===== config.mk =====
export PLATFORM = sky130hd
export DESIGN_NAME = ps2_host_tx
export DESIGN_NICKNAME = d
export VERILOG_FILES = /design/src/rtl/ps2_host_tx.sv
export SDC_FILE = /design/constraint.sdc
export NUM_CORES = 1
export LEC_CHECK = 0
export ABC_AREA = 1
export CAP_MARGIN = 20
export CORE_MARGIN = 2
export CORE_UTILIZATION = 25
export CTS_CLUSTER_DIAMETER = 120
export DETAILED_ROUTE_END_ITERATION = 10
export DONT_BUFFER_PORTS = 1
export PLACE_DENSITY = 0.38
export SYNTH_ARGS = -nofsm -noshare
export SYNTH_HDL_FRONTEND = slang
export SYNTH_SLANG_ARGS = --single-unit

===== constraint.sdc =====
create_clock -name clock -period 2.2 [get_ports clock]
set_input_delay 0.11 -clock clock [delete_from_list [all_inputs] [get_ports clock]]
set_output_delay 0.11 -clock clock [all_outputs]
set_load 0.05 [all_outputs]

===== src/rtl/ps2_host_tx.sv =====
// Host-to-device PS/2 transmitter: inhibits the bus, issues a request-to-send and
// shifts one odd-parity byte out on device-generated clock edges, then checks the ack.
module ps2_host_tx #(
  parameter int INHIBIT_CYCLES = 6000,
  parameter int FIRST_TIMEOUT  = 750000,
  parameter int EDGE_TIMEOUT   = 100000
) (
  input  logic       clock,
  input  logic       reset,
  input  logic [7:0] send_data,
  input  logic       send_req,
  output logic       busy,
  output logic       done,
  output logic       error,
  input  logic       ps2_clk_in,
  input  logic       ps2_data_in,
  output logic       ps2_clk_oe,
  output logic       ps2_data_oe
);

  typedef enum logic [2:0] {
    S_IDLE,
    S_INHIBIT,
    S_REQ,
    S_WAIT_FIRST,
    S_SHIFT,
    S_WAIT_IDLE,
    S_DONE,
    S_ERR
  } state_t;

  localparam logic [19:0] INHIBIT_LAST = 20'(INHIBIT_CYCLES - 1);
  localparam logic [19:0] FIRST_LAST   = 20'(FIRST_TIMEOUT - 1);
  localparam logic [19:0] EDGE_LAST    = 20'(EDGE_TIMEOUT - 1);

  state_t      state_q, state_d;
  logic [7:0]  data_q, data_d;
  logic        parity_q, parity_d;
  logic [3:0]  bit_cnt_q, bit_cnt_d;
  logic [19:0] cnt_q, cnt_d;
  logic        busy_q, busy_d;
  logic        done_q, done_d;
  logic        error_q, error_d;
  logic        clk_oe_q, clk_oe_d;
  logic        data_oe_q, data_oe_d;

  logic        clk_meta_q, clk_sync_q, clk_prev_q;
  logic        data_meta_q, data_sync_q;
  logic        fall_s;
  logic [3:0]  next_bit_s;

  // Synchronizers idle high so reset release never fakes a falling edge.
  always_ff @(posedge clock or posedge reset) begin
    if (reset) begin
      clk_meta_q  <= 1'b1;
      clk_sync_q  <= 1'b1;
      clk_prev_q  <= 1'b1;
      data_meta_q <= 1'b1;
      data_sync_q <= 1'b1;
    end else begin
      clk_meta_q  <= ps2_clk_in;
      clk_sync_q  <= clk_meta_q;
      clk_prev_q  <= clk_sync_q;
      data_meta_q <= ps2_data_in;
      data_sync_q <= data_meta_q;
    end
  end

  assign fall_s     = clk_prev_q & ~clk_sync_q;
  assign next_bit_s = bit_cnt_q + 4'd1;

  // State, datapath and output registers.
  always_ff @(posedge clock or posedge reset) begin
    if (reset) begin
      state_q   <= S_IDLE;
      data_q    <= 8'h00;
      parity_q  <= 1'b0;
      bit_cnt_q <= 4'd0;
      cnt_q     <= 20'd0;
      busy_q    <= 1'b0;
      done_q    <= 1'b0;
      error_q   <= 1'b0;
      clk_oe_q  <= 1'b0;
      data_oe_q <= 1'b0;
    end else begin
      state_q   <= state_d;
      data_q    <= data_d;
      parity_q  <= parity_d;
      bit_cnt_q <= bit_cnt_d;
      cnt_q     <= cnt_d;
      busy_q    <= busy_d;
      done_q    <= done_d;
      error_q   <= error_d;
      clk_oe_q  <= clk_oe_d;
      data_oe_q <= data_oe_d;
    end
  end

  // Next state; outputs are decoded from the next state so they register with it.
  always_comb begin
    state_d   = state_q;
    data_d    = data_q;
    parity_d  = parity_q;
    bit_cnt_d = bit_cnt_q;
    cnt_d     = cnt_q + 20'd1;
    data_oe_d = data_oe_q;

    case (state_q)
      S_IDLE: begin
        cnt_d     = 20'd0;
        data_oe_d = 1'b0;
        if (send_req) begin
          data_d    = send_data;
          parity_d  = ~^send_data;
          bit_cnt_d = 4'd0;
          state_d   = S_INHIBIT;
        end else begin
          state_d = S_IDLE;
        end
      end
      S_INHIBIT: begin
        if (cnt_q == INHIBIT_LAST) begin
          cnt_d     = 20'd0;
          data_oe_d = 1'b1;
          state_d   = S_REQ;
        end else begin
          state_d = S_INHIBIT;
        end
      end
      S_REQ: begin
        cnt_d     = 20'd0;
        data_oe_d = 1'b1;
        state_d   = S_WAIT_FIRST;
      end
      S_WAIT_FIRST: begin
        if (fall_s) begin
          cnt_d     = 20'd0;
          bit_cnt_d = 4'd1;
          data_oe_d = ~data_q[0];
          state_d   = S_SHIFT;
        end else if (cnt_q == FIRST_LAST) begin
          data_oe_d = 1'b0;
          state_d   = S_ERR;
        end else begin
          state_d = S_WAIT_FIRST;
        end
      end
      S_SHIFT: begin
        if (fall_s) begin
          cnt_d     = 20'd0;
          bit_cnt_d = next_bit_s;
          case (next_bit_s)
            4'd2, 4'd3, 4'd4, 4'd5, 4'd6, 4'd7, 4'd8: data_oe_d = ~data_q[bit_cnt_q[2:0]];
            4'd9:  data_oe_d = ~parity_q;
            4'd10: data_oe_d = 1'b0;
            4'd11: begin
              // Edge 11 carries the device ack: data must be held low.
              data_oe_d = 1'b0;
              state_d   = data_sync_q ? S_ERR : S_WAIT_IDLE;
            end
            default: begin
              data_oe_d = 1'b0;
              state_d   = S_ERR;
            end
          endcase
        end else if (cnt_q == EDGE_LAST) begin
          data_oe_d = 1'b0;
          state_d   = S_ERR;
        end else begin
          state_d = S_SHIFT;
        end
      end
      S_WAIT_IDLE: begin
        data_oe_d = 1'b0;
        if (clk_sync_q && data_sync_q) begin
          state_d = S_DONE;
        end else if (cnt_q == EDGE_LAST) begin
          state_d = S_ERR;
        end else begin
          state_d = S_WAIT_IDLE;
        end
      end
      S_DONE, S_ERR: begin
        cnt_d     = 20'd0;
        data_oe_d = 1'b0;
        state_d   = S_IDLE;
      end
      default: begin
        cnt_d     = 20'd0;
        data_oe_d = 1'b0;
        state_d   = S_IDLE;
      end
    endcase

    clk_oe_d = (state_d == S_INHIBIT) || (state_d == S_REQ);
    busy_d   = !((state_d == S_IDLE) || (state_d == S_DONE) || (state_d == S_ERR));
    done_d   = (state_d == S_DONE);
    error_d  = (state_d == S_ERR);
  end

  assign busy        = busy_q;
  assign done        = done_q;
  assign error       = error_q;
  assign ps2_clk_oe  = clk_oe_q;
  assign ps2_data_oe = data_oe_q;

endmodule


; ---- Yosys cells after proc, flatten, opt, wreduce, memory -nomap -nowiden
; Cells that the tools add are included.
[totals]
regBits = 46
out_inout_bits = 5
word_cells = 98
[classes]
addsub = 2
magnitude_cmp = 1
eq_ne = 30
n_mux = 27
bitwise_logic = 5
reduce_logical = 18
[op_table]
columns = cell, count
row1 = case mux 20 bit (3 select lines), 1
row2 = two-way mux 20 bit, 2
row3 = case mux 3 bit (7 select lines), 1
row4 = "adder 20 x 1 -> 20 bit, second input constant", 1
row5 = "equality test 20 x 13 -> 1 bit, second input constant", 1
row6 = "equality test 20 x 17 -> 1 bit, second input constant", 1
row7 = "equality test 20 bit, second input constant", 1
row8 = "equality test 3 bit, second input constant", 6
row9 = "equality test 4 x 3 -> 1 bit, second input constant", 4
row10 = "equality test 4 bit, second input constant", 4
row11 = two-way mux 4 bit, 3
row12 = case mux 4 bit (3 select lines), 1
row13 = two-way mux 2 bit, 5
row14 = "equality test 3 x 2 -> 1 bit, second input constant", 3
row15 = two-way mux 3 bit, 3
row16 = OR reduction 9 bit, 1
row17 = "equality test 4 x 2 -> 1 bit, second input constant", 2
row18 = "inequality test 2 bit, second input constant", 4
row19 = OR reduction 4 bit, 2
row20 = XNOR reduction 8 bit, 1
row21 = two-way mux 1 bit, 7
row22 = OR reduction 7 bit, 1
row23 = "equality test 3 x 1 -> 1 bit, second input constant", 2
row24 = zero test 3 bit, 2
row25 = other kinds (17), 24

; ---- Logic depth before layout (Yosys ltp)
[logic_depth]
word_depth = 10
ltp_mapped = 15
mapped_depth_nobuf = 15

; ---- Worst setup path after synthesis
; Ideal clock, no wire load.
[synth_timing]
kind = reg-to-reg
startpoint = register bit_cnt_q[0]
endpoint = register clk_oe_q (netlist: ps2_clk_oe)
arrival_ps = 1699
required_time_ps = 2133
path_slack_ps = 434
stages_incl_launch_ff = 14
cell_sequence = dfrtp_1 > inv_1 > ha_1 > inv_1 > nand2_1 > nand3_1 > nand2_1 > nand2_1 > nand3_1 > nand2_1 > nand3_2 > a21oi_4 > nand3_1 > nand2_1
[synth_via]
elab_chain_cells = 8
[synth_lines]
columns = element, line
row1 = from (decl), 39  ; logic [3:0] bit_cnt_q, bit_cnt_d;
row2 = from (signal assigned), 89  ; bit_cnt_q <= bit_cnt_d;
row3 = adder 4 x 1 -> 4 bit *, 70  ; assign next_bit_s = bit_cnt_q + 4'd1;
row4 = equality test 4 bit (tied with other cells), 152  ; case (next_bit_s)
row5 = OR reduction 9 bit (no source line), -
row6 = case mux 3 bit (2 select lines) *, 152
row7 = two-way mux 3 bit *, 149  ; if (fall_s) begin
row8 = case mux 3 bit (7 select lines) *, 108  ; case (state_q)
row9 = equality test 3 x 1 -> 1 bit / equality test 3 x 2 -> 1 bit (equally long branches), 195  ; clk_oe_d = (state_d == S_INHIBIT) || (state_d == S_REQ);
row10 = logical OR 1 bit *, 195
row11 = via clk_oe_d, 44  ; logic clk_oe_q, clk_oe_d;
row12 = to (signal assigned), 94  ; clk_oe_q <= clk_oe_d;
row13 = to (decl), 44
; Mark *: on every way through the listed nets, which the timed path passes. The rest lies on a longest branch.
; A chain may end at the register's enable or synchronous reset.

; ---- Worst setup path after layout
; Same ends and word-level chain as after synthesis.

==> impl_metrics.toml <==
[grt]
grt_pass1_wl_um = 10500
grt_usage_pct = 11.6
grt_overflow_total = 0
antenna_found_initial = 0
grt_max_degree = 22
grt_pass1_vias = 2173

[drt]
routed_wirelength_um = 6090
drc_errors = 0
wl_met3_um = 219
vias = 2136
met2_length_um = 2600
ant_nets = 0
wire_per_inst_um = 12.3
drtPass1Iterations = 4
drtIter0Drc = 85
highest_layer = "met4"
met1_length_um = 3140
vias_per_cell = 4.30

[placed_design]
place.gp.congestion = 0.815
dp_slack_ns = 0.292
port_buffers = 0
hpwl_um = 4810

[clock_tree]
cts_buffers = 5
cts_root_buf = "clkbuf_8"
cts_max_level = 2
post_cts_buffers = 0
clock_latency_ns = 0.32
tritoncts = "yes"
cts_buffer_depth = 2
cts_sinks = 46
clk_transition_reported_paths_ns = 0.11

[layout]
fin_nets = 379
diodes = 0
drive_gt1_share_pct = 15.5
fin_util_pct = 29.9
synthToLayoutAreaGrowth_pct = 15.2

[timing]
post-route-min-period_ns = 1.90
finalHoldViolCount = 0
clock_skew_ns = 0.0198
finalSetupTns_ns = 0
finalCritPeriodShare_pct = 86.5
rsz0062_at_grt = "false"
slew_headroom_pct = 65.8
worstMarginPinSlew_ns = 0.514
fin_ws_ns = 0.298
setup_viol = 0
fmax_mhz = 526
slew_viol_final = 0

[logic_synthesis]
synth_top_family_by_area = "simple AND/OR/NAND/NOR gates"
syn_area_um2 = 2690
netlist_instances = 338
synth.area.mux_share_pct = 0
synth_area_leaders = "dfrtp_1 38%, nand2_1 10%, inv_1 6.8%"
synthSimpleGateAreaFrac_pct = 31.2
syn-num-nets = 357
synth_ff_type = "dfrtp_1"
syn_avg_cell_area_um2 = 7.96
synth_compound_area_share_pct = 8.09
synth-edff-count = 0
synth.most_common_cell = "nand2_1"
yosysUniqueCellTypes = 29
synthArstFlopShare_pct = 100
yosysTopAreaCell = "dfrtp_1"
ys_seq_elements = 46
synth.top_cell.area_share_pct = 38.1
synth_commonest_cells = "75 x nand2_1, 49 x inv_1, 41 x dfrtp_1"
synth-xor-area-share_pct = 6.51
yosys.area_share.adder_pct = 2.79
yosysSeqAreaShare_pct = 43.0
ys.warnings.count = 0

[floorplanning]
core_area_um2 = 10400
row_count = 37
ioPinCount = 18
die_area_um2 = 11600
die_h_um = 108
die-width_um = 108
start_util_pct = 26.0

[setup_path]
worstPathMaxFanout = 7
crit_path_end_kind = "flop"
crit_type = "reg2reg"
cp-start-kind = "flop"
crit_arrival_ns = 2.17
cp.required_ns = 2.47
r2r_slack_ns = 0.30

[worst_hold_path]
hold_path.class = "in2reg"

[run]
drv_cap = 0

[power]
ir_worst_vdd_mv = 0.301
power_density_nw_per_um2 = 753
cellLeakagePower_nw = 1.42

[outcome]
status = "finished clean"
## placed cells by master (no fill, tap or decap), drive strengths merged
| cell | n |
|---|---|
| nand3 | 24 |
| nor4 | 2 |
| dfstp | 5 |
| clkbuf | 5 |
| dlygate4sd3 | 11 |
| ha | 6 |
| a31oi | 2 |
| xnor2 | 7 |
| o22ai | 1 |
| xor2 | 13 |
| dfrtp | 41 |
| nor3 | 12 |
| o21ai | 15 |
| nand4 | 8 |
| o211ai | 3 |
| o31ai | 1 |
| a21oi | 13 |
| nand2 | 79 |
| buf | 6 |
| nor2 | 47 |
| inv | 60 |
## final cells by class
cell class / count / area, µm²
Clock buffer: 5 / 68.8
Sequential cell: 46 / 1160
Fill cell: 1152 / 7270
Tap cell: 136 / 170
Clock inverter: 3 / 26.3
Multi-Input combinational cell: 233 / 1310
Inverter: 57 / 214
Timing Repair Buffer: 17 / 155
## path summary, 6_finish.rpt
| kind | start | to | cells past startpoint |
|---|---|---|---|
| setup / recovery | bit_cnt_q[0] | ps2_clk_oe | 13 |
| max in group asynchronous | reset | cnt_q[12] | 3 |
| setup reg to reg | bit_cnt_q[0] | ps2_clk_oe | 13 |
| hold reg to reg | clk_meta_q | clk_sync_q | 0 |
| min in group asynchronous | reset | ps2_data_oe | 2 |
| hold / removal | send_req | state_q[0] | 4 |
## flip-flops by register name, summed over array words and instances, names as in the netlist
name and count:
state_q 3, data_meta_q 1, error 1, data_sync_q 1
clk_meta_q 1, busy 1, ps2_clk_oe 1, done 1
cnt_q 20, parity_q 1, clk_sync_q 1, ps2_data_oe 1
data_q 8, bit_cnt_q 4, clk_prev_q 1
## report_power, final
group / leakage, nW / total (mW) / internal (mW) / switching, mW
registers: 0.596 / 1.18 / 0.993 / 0.184
logic: 0.771 / 0.571 / 0.204 / 0.367
clock network: 0.0495 / 0.585 / 0.237 / 0.348
## worst max-delay path: stages, from the launching register on
cell,delay (ns)
dfrtp_1,0.46
inv_1,0.16
ha_1,0.26
inv_1,0.06
nand2_1,0.05
nand3_1,0.07
nand2_1,0.05
nand2_1,0.09
nand3_1,0.11
nand2_1,0.09
nand3_2,0.10
a21oi_4,0.19
nand3_1,0.09
nand2_1,0.07
## through the flow
| stage | hold slack (ns) | std cells | total power [mW] | instance area (µm²) |
|---|---|---|---|---|
| finish | 0.0567 | 497 | 2.33 | 3100 |
| floorplan | 0.114 | 338 | 1.59 | 2690 |
| CTS | 0.0538 | 497 | 2.38 | 3100 |
| detailed placement | 0.0351 | 478 | 1.77 | 2900 |
| global placement | 0.0366 | 478 | 1.78 | 2900 |
| global route | 0.0641 | 497 | 2.52 | 3100 |
## logic make-up (layout without fill, tap and decap cells)
| group | after synthesis | in the layout |
|---|---|---|
| simple gates | 172 | 172 |
| buf+inv | 59 | 82 |
| flops | 46 | 46 |
| compound gates | 35 | 35 |
| xor+xnor | 20 | 20 |
| fa+ha+maj | 6 | 6 |
## per-layer routing
| layer | track usage (%) | vias up |
|---|---|---|
| met5 | 0 | - |
| met1 | 16.1 | 985 |
| li1 | - | 1112 |
| met3 | 2.78 | 9 |
| met2 | 17.5 | 30 |
| met4 | 4.30 | 0 |
## what timing repair did
item,4_1_cts,5_1_grt
hold endpoints to repair,25,0
hold buffers,11,0
resized for setup,0,0
(Power assumes the default switching activity.)
